**src/rtl/nes_mem_arb.sv**
```systemverilog
// rtl/nes_mem_arb.sv - three-way arbiter (PPU/CPU/loader) onto one shared memory port
module nes_mem_arb #(
  parameter int STARVE_LIMIT = 8
) (
  input  logic        clk,
  input  logic        reset,
  input  logic        ppu_req,
  input  logic        ppu_we,
  input  logic        ppu_allow,
  input  logic [21:0] ppu_addr,
  input  logic [7:0]  ppu_wdata,
  input  logic        cpu_req,
  input  logic        cpu_we,
  input  logic        cpu_allow,
  input  logic [21:0] cpu_addr,
  input  logic [7:0]  cpu_wdata,
  input  logic        ldr_req,
  input  logic [21:0] ldr_addr,
  input  logic [7:0]  ldr_wdata,
  output logic        ppu_ack,
  output logic        cpu_ack,
  output logic        ldr_ack,
  output logic [7:0]  rdata,
  output logic        mem_req,
  output logic        mem_we,
  output logic [21:0] mem_addr,
  output logic [7:0]  mem_wdata,
  input  logic        mem_ack,
  input  logic [7:0]  mem_rdata
);

  localparam int CW = $clog2(STARVE_LIMIT) + 1;
  localparam logic [CW-1:0] LIMIT = CW'(STARVE_LIMIT);

  typedef enum logic [1:0] {S_IDLE, S_MEM, S_ACK} state_t;
  typedef enum logic [1:0] {G_NONE, G_PPU, G_CPU, G_LDR} grant_t;

  state_t        r_state;
  grant_t        r_grant;
  logic          r_read;
  logic [CW-1:0] r_starve;

  grant_t        w_win;
  logic          w_allow;
  logic          w_we;
  logic [21:0]   w_addr;
  logic [7:0]    w_wdata;

  // Pick this cycle's winner: a starved loader jumps the queue, else ppu > cpu > ldr
  always_comb begin
    w_win   = G_NONE;
    w_allow = 1'b0;
    w_we    = 1'b0;
    w_addr  = 22'd0;
    w_wdata = 8'd0;
    if (ldr_req && (r_starve >= LIMIT)) begin
      w_win = G_LDR;
    end else if (ppu_req) begin
      w_win = G_PPU;
    end else if (cpu_req) begin
      w_win = G_CPU;
    end else if (ldr_req) begin
      w_win = G_LDR;
    end
    case (w_win)
      G_PPU: begin
        w_allow = ppu_allow;
        w_we    = ppu_we;
        w_addr  = ppu_addr;
        w_wdata = ppu_wdata;
      end
      G_CPU: begin
        w_allow = cpu_allow;
        w_we    = cpu_we;
        w_addr  = cpu_addr;
        w_wdata = cpu_wdata;
      end
      G_LDR: begin
        w_allow = 1'b1;
        w_we    = 1'b1;
        w_addr  = ldr_addr;
        w_wdata = ldr_wdata;
      end
      default: begin
        w_allow = 1'b0;
      end
    endcase
  end

  // Arbitration FSM, memory port registers, ack pulses and loader starvation counter
  always_ff @(posedge clk) begin
    if (reset) begin
      r_state   <= S_IDLE;
      r_grant   <= G_NONE;
      r_read    <= 1'b0;
      r_starve  <= '0;
      mem_req   <= 1'b0;
      mem_we    <= 1'b0;
      mem_addr  <= 22'd0;
      mem_wdata <= 8'd0;
      ppu_ack   <= 1'b0;
      cpu_ack   <= 1'b0;
      ldr_ack   <= 1'b0;
      rdata     <= 8'd0;
    end else begin
      ppu_ack <= 1'b0;
      cpu_ack <= 1'b0;
      ldr_ack <= 1'b0;

      // The counter only means something while the loader is actually waiting
      if (!ldr_req) begin
        r_starve <= '0;
      end else if (r_state == S_IDLE && w_win == G_LDR) begin
        r_starve <= '0;
      end else if (r_state == S_IDLE && (w_win == G_PPU || w_win == G_CPU) &&
                   r_starve != {CW{1'b1}}) begin
        r_starve <= r_starve + CW'(1);
      end

      case (r_state)
        S_IDLE: begin
          if (w_win != G_NONE) begin
            r_grant <= w_win;
            r_read  <= ~w_we;
            if (w_allow) begin
              mem_req   <= 1'b1;
              mem_we    <= w_we;
              mem_addr  <= w_addr;
              mem_wdata <= w_wdata;
              r_state   <= S_MEM;
            end else begin
              // Disallowed access: no memory cycle, reads return open bus
              rdata   <= 8'hFF;
              ppu_ack <= (w_win == G_PPU);
              cpu_ack <= (w_win == G_CPU);
              ldr_ack <= (w_win == G_LDR);
              r_state <= S_ACK;
            end
          end
        end
        S_MEM: begin
          if (mem_ack) begin
            mem_req <= 1'b0;
            if (r_read) begin
              rdata <= mem_rdata;
            end
            ppu_ack <= (r_grant == G_PPU);
            cpu_ack <= (r_grant == G_CPU);
            ldr_ack <= (r_grant == G_LDR);
            r_state <= S_ACK;
          end
        end
        S_ACK: begin
          r_state <= S_IDLE;
        end
        default: begin
          r_state <= S_IDLE;
        end
      endcase
    end
  end

endmodule

```
**config.mk**
```make
export PLATFORM = sky130hd
export DESIGN_NAME = nes_mem_arb
export DESIGN_NICKNAME = d
export VERILOG_FILES = /design/src/rtl/nes_mem_arb.sv
export SDC_FILE = /design/constraint.sdc
export NUM_CORES = 1
export LEC_CHECK = 0
export ABC_AREA = 1
export ABC_CLOCK_PERIOD_IN_PS = 4400
export BUFFER_PORTS_ARGS = -buffer_cell sky130_fd_sc_hd__buf_2
export CELL_PAD_IN_SITES_DETAIL_PLACEMENT = 2
export CELL_PAD_IN_SITES_GLOBAL_PLACEMENT = 2
export CORE_MARGIN = 2
export CORE_UTILIZATION = 24
export DETAILED_ROUTE_END_ITERATION = 8
export PLACE_DENSITY = 0.95
export SLEW_MARGIN = 0
export SYNTH_ARGS = -nofsm -noshare
export SYNTH_HDL_FRONTEND = slang
export SYNTH_SLANG_ARGS = --single-unit
```
**constraint.sdc**
```tcl
create_clock -name clk -period 4.4 [get_ports clk]
set_clock_uncertainty 0.05 [all_clocks]
set_input_delay 1.1 -clock clk [delete_from_list [all_inputs] [get_ports clk]]
set_output_delay 1.1 -clock clk [all_outputs]
set_load 0.005 [all_outputs]
```
==> summary.txt, run 1 <==
Timing
  • Upper clock frequency limit: 0.274 GHz
  • Setup slack after layout: 0.752 ns
  • RSZ-0062 raised after global routing: false
  • Fin. max-slew vios: 0
  • Slew headroom: between 30 and 40%
  • TNS Setup: 0 ns
  • Worst Max-Slew Pin Slew: 0.929 ns
  • Crit share post-route: between 80% and 90%
  • Final setup fails: 0
  • Tmin final: around 3.6 ns
  • Fin. Hold Viols: 0

GRT
  • Number of global-route vias before repair: 3,799
  • Largest net degree at the start of global routing: 41
  • First-pass GRT wire length: 18.1 mm
  • GRT overflow: 0
  • All-Layer GR Usage: around 18%
  • Initial antenna violation count: 0

Critical path
  • Worst Path Max Fanout: 40
  • Crit path DAT: approximately 3.7 ns
  • Delay-heaviest family, CP: simple AND/OR/NAND/NOR gates
  • WP data required: 4.49 ns
  • CP Launch Type: primary input
  • Largest stage delay on the critical path: around 0.84 ns
  • Crit path max-delay cell type: nand3_2
  • Crit-path cells: buf_2 > inv_1 > nor2_1 > nor3_1 > ha_1 > nor2_4 > nand3_2 > nand2_1 > a21oi_1
  • Buf/Inv on CP: 2
  • Crit path capture type: flop
  • Critical path type: in -> reg

Pwr
  • Maximum VDD drop: around 0.17 mV
  • Psw: slightly below 0.0004 W
  • Seq pwr share: a little over two fifths
  • Power per cell area: between 300 and 400 nW/um2
  • Clk pwr share: between 20% and 30%
  • Sw frac: approximately a third
  • Int Pwr: about 0.00084 W
  • P_leak: roughly 1.8 nW
  • Power Total: about 0.0012 W
  • Combinational cell fraction of total power: 26.6%

Die
  • IO Count: between 150 and 200
  • Initial Util: between 20% and 30%
  • Die width: between 100 and 150 um
  • Die Footprint: 12,600 um2
  • Die H: roughly 110 um
  • Core area: about 11,000 um2
  • Std-Cell Rows: 39

Flow run
  • Max_cap viols: 0

Synth
  • Area leader, netlist: dfxtp_1
  • Most common cell in the netlist: nand2_1
  • Top cell type's share of synthesized area: approximately 37%
  • Number of synthesized flops with an enable pin: 0
  • #FFs+latches synth: 52
  • Syn. warnings: 0
  • Top post-synthesis cells by area: dfxtp_1, nand2_1, a21oi_1, nand3_1, nand4_1
  • Post-synthesis cell type count: 25
  • Post-synthesis sequential area ratio: ~37%
  • Syn Nets: 545
  • Avg Synthesized Cell Area: approximately 6.5 um2
  • Main flop type after synthesis: dfxtp_1
  • Asr flop ratio synth: 0%
  • Synthesized instance count: between 400 and 500
  • Most frequent cells after synthesis: nand2_1, dfxtp_1, a21oi_1
  • Netlist Area Pre-Place: between 2000 and 3000 um2

Drt
  • Vias post-DR: approximately 3,400
  • Final wirelength: ~11 mm
  • DR pass1 iterations: 4
  • Antenna-violating nets left: 0
  • Via density: 4.90
  • Drt first-iter violations: 146
  • Remaining DRCs: 0
  • WL/cell: 16.0 um

Clock network
  • Clk slew on worst S/H paths: roughly 0.060 ns
  • Sinks on Clock Net: between 50 and 60
  • Clock Path Buffers: 2
  • Worst-Skew Late Latency: 0.29 ns
  • CTS buffer count: 5
  • Post_cts resized: 0
  • Post-CTS Hold Buffers: 0
  • Root Buffer: clkbuf_16
  • CTS tree: done
  • Setup Buffers After CTS: 0
  • H-Tree Depth: 2

Run status
  • Status: complete, no violations

Place
  • GP Congestion: around 0.77
  • Post-detail-place hpwl: between 8 and 9 mm
  • Setup WS pre-CTS: between 0.4 and 0.5 ns
  • IO buf count: 150

Cells and area
  • Share of post-route cells with drive strength above 1: 30.8%
  • Antenna cells: 0
  • P&R area growth vs syn: 33.5%
  • Nets: about 680
  • Fillers: between 1,000 and 1,500

Min path
  • Worst Hold Class: reg -> reg
[path summary, 6_finish.rpt]
| kind | startpoint | endpoint | slack [ns] | cells after the start |
|---|---|---|---|---|
| max | ldr_req | mem_wdata[4] | 0.75 | 9 |
| min | mem_req | mem_req | 0.42 | 2 |
| max reg2reg | r_starve[3] | mem_wdata[4] | 1.32 | 8 |
| min reg2reg | mem_req | mem_req | 0.42 | 2 |
[kinds of logic (layout without fill, tap and decap cells)]
group | count (synthesis) | in the layout | share of synthesized area, %
buffers and inverters | 55 | 183 | 8.40
flip-flops | 52 | 52 | 37.0
AO/OA/AOI/OAI | 62 | 62 | 11.6
AND/OR/NAND/NOR | 254 | 254 | 39.9
adder cells (fa/ha/maj) | 7 | 7 | 3.11
[cell usage in the layout, fill, tap and decap left out]
cell type	netlist	routed
inv_1	19	19
o21ai_0	3	3
nor3_1	1	1
buf_2	9	150
a211oi_1	1	1
clkbuf_16	0	5
nor2_1	24	24
nor2_2	3	2
dfxtp_1	52	52
a21oi_4	1	1
a31oi_1	1	1
nor2_4	0	1
nand4_1	30	30
a21oi_1	49	49
o22ai_1	1	1
o21ai_1	6	6
nand2_2	1	1
inv_2	4	4
nand2_1	144	144
clkinv_1	1	1
nand3_1	47	47
nand3_2	4	4
buf_4	1	4
ha_1	7	7
[power by group through the flow]
| stage | clock network (W) | registers (W) | logic, W |
|---|---|---|---|
| 2_1_floorplan | 0 | 0.000547 | 0.000196 |
| 3_3_place_gp | 0 | 0.000546 | 0.000311 |
| 3_5_place_dp | 0 | 0.000550 | 0.000332 |
| 4_1_cts | 0.000371 | 0.000539 | 0.000333 |
| 5_1_grt | 0.000389 | 0.000545 | 0.000369 |
| 6_report | 0.000361 | 0.000539 | 0.000327 |
[flip-flops by register name, summed over array words and instances (netlist names)]
name / flops
ppu_ack: 1
cpu_ack: 1
mem_we: 1
r_state: 2
rdata: 8
mem_addr: 22
mem_wdata: 8
r_starve: 4
r_grant: 2
ldr_ack: 1
r_read: 1
mem_req: 1
[routing by layer]
| metal | vias up | track usage [%] | wire (um) |
|---|---|---|---|
| li1 | 1681 | - | - |
| met1 | 1647 | 19.3 | 4610 |
| met2 | 95 | 34.1 | 5960 |
| met3 | 15 | 3.35 | 475 |
| met4 | 0 | 4.72 | 191 |
| met5 | - | 0 | 0 |
[final cells by class]
| type | instances | area, um2 | share of cell area (%) |
|---|---|---|---|
| clock buffers | 5 | 125 | 3.33 |
| well taps | 143 | 179 | 4.76 |
| inverters | 24 | 90.1 | 2.40 |
| flip-flops and latches | 52 | 1040 | 27.7 |
| multi-input cells | 323 | 1540 | 41.0 |
| repair buffers | 154 | 781 | 20.8 |
[per-stage QoR]
stage | instance area [um2] | hold slack [ns] | utilization, % | cells
finish | 3760 | 0.416 | 32.9 | 701
CTS | 3760 | 0.423 | 32.9 | 701
detailed placement | 3630 | 0.405 | 31.8 | 696
global route | 3760 | 0.443 | 32.9 | 701
global placement | 3630 | 0.400 | 31.8 | 696
floorplan | 2820 | 0.393 | - | 430
[tightest hold or removal path, cell delays in order, from the launching register on]
cell     delay [ns]
dfxtp_1        0.32
inv_1          0.05
a21oi_1        0.06
Note: power is estimated with default switching activity, not from simulation.
==> run 2, diff against run 1 <==
--- a/config.mk
+++ b/config.mk
@@ -6,14 +6,14 @@
 export NUM_CORES = 1
 export LEC_CHECK = 0
 export ABC_AREA = 1
-export ABC_CLOCK_PERIOD_IN_PS = 4400
+export ABC_CLOCK_PERIOD_IN_PS = 2900
 export BUFFER_PORTS_ARGS = -buffer_cell sky130_fd_sc_hd__buf_2
 export CELL_PAD_IN_SITES_DETAIL_PLACEMENT = 2
 export CELL_PAD_IN_SITES_GLOBAL_PLACEMENT = 2
 export CORE_MARGIN = 2
-export CORE_UTILIZATION = 24
+export CORE_UTILIZATION = 20
 export DETAILED_ROUTE_END_ITERATION = 8
-export PLACE_DENSITY = 0.95
+export PLACE_DENSITY = 0.89
 export SLEW_MARGIN = 0
 export SYNTH_ARGS = -nofsm -noshare
 export SYNTH_HDL_FRONTEND = slang
==> constraint.sdc (replaced) <==
create_clock -name clk -period 2.9 [get_ports clk]
set_clock_uncertainty 0.05 [all_clocks]
set_input_delay 0.725 -clock clk [delete_from_list [all_inputs] [get_ports clk]]
set_output_delay 0.725 -clock clk [all_outputs]
set_load 0.005 [all_outputs]
==> run 2 against run 1 <==
Register-to-register slack worse by 0.76 ns. Critical path type unchanged. Sequential power is 52% higher. Largest cell class unchanged. Largest power group unchanged. Highest routed layer is now met5. Clock power up 88%. Sequential share of layout area fell by 1.2 points. Total power grew 66%.
==> summary.txt, run 2 (synthesized netlist as in run 1, its figures left out) <==
Drt
  • WL/cell: 16.5 um (was 16.0 um)
  • Via density: 4.65 (was 4.90)
  • DR pass1 iterations: 4 (unchanged)
  • Remaining DRCs: 0 (unchanged)
  • Vias post-DR: 3,489 (was 3,438)
  • Antenna-violating nets left: 0 (unchanged)
  • Drt first-iter violations: 79 (was 146)
  • Final wirelength: 12.4 mm (was 11.2 mm)

GRT
  • First-pass GRT wire length: 19.1 mm (was 18.1 mm)
  • Number of global-route vias before repair: 3,800 (was 3,799)
  • Largest net degree at the start of global routing: 40 (was 41)
  • Initial antenna violation count: 1 (was 0)
  • All-Layer GR Usage: 16.2% (was 17.5%)
  • GRT overflow: 0 (unchanged)

Critical path
  • CP Launch Type: primary input (unchanged)
  • Buf/Inv on CP: 4 (was 2)
  • Crit path max-delay cell type: nand3_2 (unchanged)
  • Critical path type: in -> reg (unchanged)
  • Crit path DAT: 2.68 ns (was 3.74 ns)
  • Crit-path cells: buf_2 > nand2_1 > inv_1 > nor3_1 > buf_4 > ha_1 > nand2_1 > nand3_2 > buf_4 > nand3_2 > a21oi_1 > nor2_1 (was buf_2 > inv_1 > nor2_1 > nor3_1 > ha_1 > nor2_4 > nand3_2 > nand2_1 > a21oi_1)
  • WP data required: 3.03 ns (was 4.49 ns)
  • Largest stage delay on the critical path: 0.32 ns (was 0.84 ns)
  • Crit path capture type: flop (unchanged)
  • Worst Path Max Fanout: 17 (was 40)
  • Delay-heaviest family, CP: simple AND/OR/NAND/NOR gates (unchanged)

Cells and area
  • Biggest register: mem_addr (unchanged)
  • Most frequent cells in the layout: buf_2, nand2_1, dfxtp_1 (unchanged)
  • Fin area: 3930 um2 (was 3760 um2)
  • Antenna cells: 0 (unchanged)
  • Biggest regs: mem_addr: 22 flops, mem_wdata: 8 flops, rdata: 8 flops (unchanged)
  • P&R area growth vs syn: 39.6% (was 33.5%)
  • Nets: 685 (was 675)
  • Largest register FFs: 22 (unchanged)
  • Commonest non-fill, non-tap cell in the layout: buf_2 (unchanged)
  • Share of post-route cells with drive strength above 1: 32.2% (was 30.8%)

Clock network
  • Sinks on Clock Net: 52 (unchanged)
  • Setup Buffers After CTS: 0 (unchanged)
  • Worst-Skew Late Latency: 0.29 ns (about the same)
  • Post_cts resized: 0 (unchanged)
  • Clk slew on worst S/H paths: 0.07 ns (was 0.06 ns)
  • Post-CTS Hold Buffers: 0 (unchanged)
  • CTS tree: done (unchanged)
  • Root Buffer: clkbuf_16 (unchanged)
  • Clock Path Buffers: 2 (unchanged)
  • H-Tree Depth: 2 (unchanged)
  • CTS buffer count: 5 (unchanged)

Die
  • Core area: 13,800 um2 (was 11,400 um2)
  • Die H: 123 um (was 112 um)
  • IO Count: 151 (unchanged)
  • Die width: 123 um (was 112 um)
  • Std-Cell Rows: 43 (was 39)
  • Initial Util: 20.4% (was 24.7%)
  • Die Footprint: 15,000 um2 (was 12,600 um2)

Run status
  • Status: complete, no violations (unchanged)

Pwr
  • P_leak: 1.90 nW (was 1.83 nW)
  • Power per cell area: 517 nW/um2 (was 326 nW/um2)
  • Maximum VDD drop: 0.220 mV (was 0.171 mV)

Timing
  • Fin. Hold Viols: 0 (unchanged)
  • RSZ-0062 raised after global routing: false (unchanged)
  • Worst Max-Slew Pin Slew: 0.436 ns (was 0.929 ns)
  • Upper clock frequency limit: a little under 0.4 GHz
  • Final hold slack: 0.417 ns (was 0.416 ns)
  • Tmin final: roughly 2.5 ns
  • TNS Setup: 0 ns (unchanged)
  • Fin. max-slew vios: 0 (unchanged)
  • Final setup fails: 0 (unchanged)
  • Slew headroom: 70.9% (was 37.9%)
  • Crit share post-route: between 80% and 90%

Place
  • Placed Area: 3770 um2 (was 3630 um2)
  • IO buf count: 150 (unchanged)
  • GP Congestion: 0.758 (was 0.765)
  • Post-detail-place hpwl: 9.69 mm (was 8.62 mm)

Flow run
  • Max_cap viols: 0 (unchanged)

Min path
  • Worst Hold Class: reg -> reg (unchanged)
[run 2: changes by cell type in the layout (fill, tap and decap cells not counted), sizes merged]
cell	previous run	this run
buf	154	164
bufinv	0	1
clkbuf	5	6
clkinv	1	2
[run 2: through the flow]
step	util [%]	worst slack (ns)	std cells	total power, W
2_1_floorplan	-	0.415	430	0.00113
3_3_place_gp	27.2	0.297	743	0.00134
3_5_place_dp	27.2	0.0579	743	0.00138
4_1_cts	28.4	0.347	751	0.00207
5_1_grt	28.4	0.112	751	0.00216
6_report	28.4	0.353	751	0.00203
[run 2: cell type report]
cell class / count / area [um2]
clock buffers: 6 / 129
clock inverters: 2 / 35.0
inverters: 24 / 90.1
well taps: 180 / 225
flip-flops and latches: 52 / 1040
fillers: 1683 / 9900
repair buffers: 164 / 868
multi-input cells: 323 / 1540
[run 2: power breakdown]
group	leakage, nW	internal, W	switching [W]	total (W)
clock network	0.0808	0.000407	0.000270	0.000677
registers	0.425	0.000777	0.0000402	0.000817
logic	1.39	0.000208	0.000330	0.000538
total	1.90	0.00139	0.000640	0.00203
[run 2: worst paths after layout]
path                                   from  cells past startpoint       end  slack, ns
worst max register to register  r_starve[3]                     11  rdata[7]       0.56
worst min register to register      mem_req                      2   mem_req       0.42
worst max-delay path                ldr_req                     12  rdata[7]       0.35
worst min-delay path                mem_req                      2   mem_req       0.42
[run 2: routing by layer]
| layer | part of all wire, % | vias up | global-route usage, % |
|---|---|---|---|
| li1 | - | 1694 | - |
| met1 | 41 | 1694 | 18.0 |
| met2 | 53 | 91 | 31.7 |
| met3 | 5.4 | 8 | 3.44 |
| met4 | 0.34 | 2 | 2.59 |
| met5 | 0.11 | - | 0 |
[run 2: worst min-delay path, stage by stage, from the launching register on]
cell,delay (ns)
dfxtp_1,0.31
inv_1,0.05
a21oi_1,0.06
